===== config.mk =====
export PLATFORM = sky130hd
export DESIGN_NAME = cnt_sec_min_hr_flat
export DESIGN_NICKNAME = d
export VERILOG_FILES = /design/src/rtl/cnt_sec_min_hr_pkg.sv /design/src/rtl/cnt_sec_min_hr_if.sv /design/src/rtl/cnt_sec_min_hr_cnt_mod_n.sv /design/src/rtl/cnt_sec_min_hr.sv /design/src/flat_wrapper.sv
export SDC_FILE = /design/constraint.sdc
export NUM_CORES = 1
export LEC_CHECK = 0
export BUFFER_PORTS_ARGS = -buffer_cell sky130_fd_sc_hd__buf_2
export CORE_MARGIN = 2
export CORE_UTILIZATION = 40
export DETAILED_ROUTE_END_ITERATION = 16
export GPL_ROUTABILITY_DRIVEN = 0
export PLACE_DENSITY = 0.71
export SLEW_MARGIN = 30
export SYNTH_ARGS = -nofsm -noshare
export SYNTH_HDL_FRONTEND = slang
export SYNTH_SLANG_ARGS = --single-unit

===== constraint.sdc =====
create_clock -name clk -period 3.6 [get_ports clk]
set_input_delay 0.36 -clock clk [delete_from_list [all_inputs] [get_ports clk]]
set_output_delay 0.36 -clock clk [all_outputs]
set_load 0.005 [all_outputs]

===== src/rtl/cnt_sec_min_hr_pkg.sv =====
// Time-of-day field moduli, widths and the packed time bundle.
// Shared by the counter top, its interface and the field counters.
package clk_time_pkg;

  localparam int SEC_MOD = 60;
  localparam int MIN_MOD = 60;
  localparam int HR_MOD  = 24;

  localparam int SEC_W = 6;
  localparam int MIN_W = 6;
  localparam int HR_W  = 5;

  typedef struct packed {
    logic [SEC_W-1:0] sec;
    logic [MIN_W-1:0] min;
    logic [HR_W-1:0]  hr;
  } time_t;

endpackage


===== src/rtl/cnt_sec_min_hr_if.sv =====
// Time-of-day output bundle: sec, min, hr.
// master drives the fields, slave (display/alarm) reads them.
interface cnt_sec_min_hr_if;
  import clk_time_pkg::*;

  logic [SEC_W-1:0] sec;
  logic [MIN_W-1:0] min;
  logic [HR_W-1:0]  hr;

  modport master (output sec, min, hr);
  modport slave  (input  sec, min, hr);

endinterface


===== src/rtl/cnt_sec_min_hr_cnt_mod_n.sv =====
// Modulo-MOD counter with enable; wrap flags the en edge at MOD-1.
// Ports: clk, rst_n (sync, low), en in; q[W-1:0], wrap out.
module cnt_mod_n #(
  parameter int MOD = 60,
  parameter int W   = 6
) (
  input  logic         clk,
  input  logic         rst_n,
  input  logic         en,
  output logic [W-1:0] q,
  output logic         wrap
);

  logic [W-1:0] cnt_q;
  logic [W-1:0] cnt_d;
  logic         at_max;

  always_comb begin
    at_max = (cnt_q == W'(MOD - 1));
    wrap   = en & at_max;
    cnt_d  = cnt_q;
    if (en) begin
      cnt_d = at_max ? '0 : cnt_q + W'(1);
    end
  end

  always_ff @(posedge clk) begin
    if (!rst_n) cnt_q <= '0;
    else        cnt_q <= cnt_d;
  end

  assign q = cnt_q;

endmodule


===== src/rtl/cnt_sec_min_hr.sv =====
// Time-of-day counter hh:mm:ss, one second per TICK_DIV clocks.
// Ports: clk, rst_n (sync, low); tm.master carries sec/min/hr.
module cnt_sec_min_hr
  import clk_time_pkg::*;
#(
  parameter int TICK_DIV = 1
) (
  input  logic                clk,
  input  logic                rst_n,
  cnt_sec_min_hr_if.master    tm
);

  logic  tick;
  logic  sec_wrap;
  logic  min_wrap;
  logic  hr_wrap;
  time_t t;

  if (TICK_DIV == 1) begin : g_nodiv
    assign tick = 1'b1;
  end else begin : g_div
    localparam int PW = $clog2(TICK_DIV);
    logic [PW-1:0] pre_q;
    logic [PW-1:0] pre_d;

    always_comb begin
      pre_d = pre_q + PW'(1);
      if (pre_q == PW'(TICK_DIV - 1)) pre_d = '0;
    end

    always_ff @(posedge clk) begin
      if (!rst_n) pre_q <= '0;
      else        pre_q <= pre_d;
    end

    assign tick = (pre_q == PW'(TICK_DIV - 1));
  end

  // Carries ripple combinationally so all fields move on one edge.
  cnt_mod_n #(.MOD(SEC_MOD), .W(SEC_W)) u_sec (
    .clk   (clk),
    .rst_n (rst_n),
    .en    (tick),
    .q     (t.sec),
    .wrap  (sec_wrap)
  );

  cnt_mod_n #(.MOD(MIN_MOD), .W(MIN_W)) u_min (
    .clk   (clk),
    .rst_n (rst_n),
    .en    (sec_wrap),
    .q     (t.min),
    .wrap  (min_wrap)
  );

  cnt_mod_n #(.MOD(HR_MOD), .W(HR_W)) u_hr (
    .clk   (clk),
    .rst_n (rst_n),
    .en    (min_wrap),
    .q     (t.hr),
    .wrap  (hr_wrap)
  );

  assign tm.sec = t.sec;
  assign tm.min = t.min;
  assign tm.hr  = t.hr;

  logic unused;
  assign unused = hr_wrap;

endmodule


===== src/flat_wrapper.sv =====
// flat-port wrapper written by rule: the top's interface ports become plain ports
module cnt_sec_min_hr_flat import clk_time_pkg::*;
#(
  parameter int TICK_DIV = 1
)
  (clk, rst_n, tm_sec, tm_min, tm_hr);
  cnt_sec_min_hr_if tm_i ();
  input  logic clk;
  input  logic rst_n;
  output wire logic [$bits(tm_i.sec)-1:0] tm_sec;
  output wire logic [$bits(tm_i.min)-1:0] tm_min;
  output wire logic [$bits(tm_i.hr)-1:0] tm_hr;
  assign tm_sec = tm_i.sec;
  assign tm_min = tm_i.min;
  assign tm_hr = tm_i.hr;
  cnt_sec_min_hr #(.TICK_DIV(TICK_DIV)) u_core (.clk(clk), .rst_n(rst_n), .tm(tm_i));
endmodule

==> impl_metrics.json <==
{
  "mostFrequentLayoutCell": "buf_2",
  "hold_ws_ns": 0.4353,
  "post-cts-setup-buffer-count": 0,
  "drive_above_1_share": 0.2273,
  "die_area_sq_um": 2471,
  "cts-root-buf": "clkbuf_4",
  "syn2layout_area_growth_pct": 16.32,
  "yosysSeqAreaShare": 0.4072,
  "htreeDepth": 1,
  "startpoint_type": "flip-flop",
  "cts_buffer_depth": 2,
  "vias": 728,
  "hold_buffers": 0,
  "cts_buffers": 3,
  "syn_area_per_cell_sq_um": 9.287,
  "fin_ws_ns": 2.067,
  "post_cts_resized": 0,
  "num_rows": 16,
  "whs_path_depth": 3,
  "critPathArrivalTime_ns": 1.76,
  "syn_nets": 95,
  "outcome": "finished clean",
  "crit_path_end_kind": "flip-flop",
  "grt_antenna_before_repair": 0,
  "synth_top_area_cell": "dfxtp_1",
  "mostFrequentLayoutCells": "18 x buf_2, 17 x dfxtp_1, 8 x nand2_1",
  "rsz0062_at_grt": "false",
  "power_density_nw_per_um2": 318.3,
  "preCtsSetupSlack_ns": 2.057,
  "tightestPinTransition_ns": 0.4283,
  "yosys.area.top_type_share": 0.4072,
  "drv_slew": 0,
  "nets": 116,
  "die_h_um": 49.71,
  "min_to": "u_core.u_hr.q[3]",
  "port-buffer-count": 18,
  "grt_overflow": 0,
  "critPathRequiredTime_ns": 3.83,
  "synthTopCellsByArea": "dfxtp_1 41%, mux2i_1 6.0%, ha_1 4.5%, o21ai_0 3.6%, nand2_1 3.6%",
  "min_period_over_period": 0.4258,
  "clock_sinks": 17,
  "grt_pass1_vias": 651,
  "drc": 0,
  "hp-start": "rst_n",
  "synth_cells": 90,
  "place_hpwl_um": 1195,
  "ioPinCount": 19,
  "ant_nets": 0,
  "multi_input_area_sq_um": 476.7,
  "wl_per_cell_um": 11.74,
  "min_period_ns": 1.533,
  "regArea_sq_um": 340.3,
  "viasPerCell": 5.314,
  "grt_pass1_wl_um": 2725,
  "clkSlewWorstSetupHoldPaths_ns": 0.10,
  "nFillCells": 215,
  "cap_violations": 0,
  "fin_skew_ns": 0.004682,
  "yosysUniqueCellTypes": 30,
  "setup_viol": 0,
  "initial_core_util": 0.4260,
  "min_path_type": "input port to flip-flop",
  "stdcell_area_sq_um": 972.2,
  "antennaDiodeCount": 0,
  "p_leak_uw": 0.0004008,
  "fmax_mhz": 652.4,
  "clkLatencyLatePin_ns": 0.29,
  "ir_worst_vdd_uv": 234.0,
  "yosys_warnings": 0,
  "cts_tree": "built",
  "hold_viol_final": 0,
  "drt_iter0_drc": 6,
  "rrSetupSlack_ns": 2.07,
  "path_max_fanout": 9,
  "reg2regPathDepth": 4,
  "core_area_sq_um": 1962,
  "r2r-end": "u_core.u_min.q[4]",
  "synth_seq_cells": 17,
  "setup_tns_ns": 0,
  "grt_max_degree": 16,
  "drt_wl_total_um": 1608,
  "rr_startpoint": "u_core.u_sec.q[0]",
  "place_area_sq_um": 944.7,
  "relSlewSlack": 0.7120,
  "synth_area_sq_um": 835.8,
  "drtPass1Iterations": 4,
  "critPathKind": "flip-flop to flip-flop",
  "grt.total_usage": 0.1424,
  "die_x_um": 49.71
}
==> final cells by class <==
cell class / instances / area share
Clock inverter: 1 / 0.005148
Multi-Input combinational cell: 70 / 0.4903
Sequential cell: 17 / 0.3501
Timing Repair Buffer: 18 / 0.09266
Tap cell: 27 / 0.03475
Clock buffer: 3 / 0.02317
Inverter: 1 / 0.003861
==> power breakdown <==
| part | switching [uW] | internal (uW) |
|---|---|---|
| logic | 8.03 | 6.75 |
| registers | 3.54 | 191 |
| clock network | 59.0 | 41.3 |
| total | 70.6 | 239 |
==> stage by stage <==
stage / power, uW / instances / util
global placement: 213.5 / 133 / 0.4815
detailed placement: 213.7 / 133 / 0.4815
floorplan: 209.4 / 90 / -
finish: 309.5 / 137 / 0.4955
global route: 326.9 / 137 / 0.4955
CTS: 317.8 / 137 / 0.4955
==> cells in the mapped netlist, drive strengths merged <==
cell type and number:
nand4 2, nor2 5, o31ai 3, nor3 1
or3 3, nand2 9, nor4 3, clkbuf 1
o21ai 7, nand4b 4, buf 1, nand3b 4
a21boi 3, nand3 5, dfxtp 17, a21oi 4
or4 2, ha 3, xnor2 1, xor2 2
mux2i 5, inv 1, or3b 1, nand2b 2
or4b 1
==> per-layer routing <==
metal / vias up / track usage / share of wire
met4: 0 / 0.04167 / 0.0093
met2: 9 / 0.2356 / 0.49
met1: 342 / 0.1705 / 0.46
met5: - / 0 / 0
li1: 375 / - / -
met3: 2 / 0.05455 / 0.038
==> registers in the layout, summed over array words and instances (netlist names) <==
| register | count |
|---|---|
| u_core.u_min.q | 6 |
| u_core.u_sec.q | 6 |
| u_core.u_hr.q | 5 |
==> worst max path at each step <==
| stage | startpoint | end | slack (ns) |
|---|---|---|---|
| after detailed placement | u_core.u_sec.q[0] | u_core.u_hr.q[4] | 2.06 |
| after global routing | u_core.u_sec.q[0] | u_core.u_hr.q[4] | 1.92 |
| final | u_core.u_sec.q[0] | u_core.u_min.q[4] | 2.07 |
| after CTS | u_core.u_sec.q[0] | u_core.u_hr.q[4] | 2.03 |
| after global placement | u_core.u_sec.q[0] | u_core.u_hr.q[4] | 2.12 |
| after floorplan | u_core.u_sec.q[0] | u_core.u_min.q[4] | 2.16 |
==> logic make-up (layout without fill, tap and decap cells) <==
| family | after synthesis | after routing | synth area share |
|---|---|---|---|
| fa+ha+maj | 3 | 3 | 0.04491 |
| flops | 17 | 17 | 0.4072 |
| buf+inv | 3 | 23 | 0.02245 |
| mux | 5 | 5 | 0.05988 |
| xor+xnor | 3 | 3 | 0.03144 |
| simple gates | 42 | 42 | 0.3144 |
| compound gates | 17 | 17 | 0.1198 |
==> critical path: stages (launching register included) <==
cell	delay, ns
dfxtp_1	0.39
ha_1	0.28
nand2_2	0.15
or4_1	0.52
a21boi_1	0.14
(Power assumes the default switching activity.)
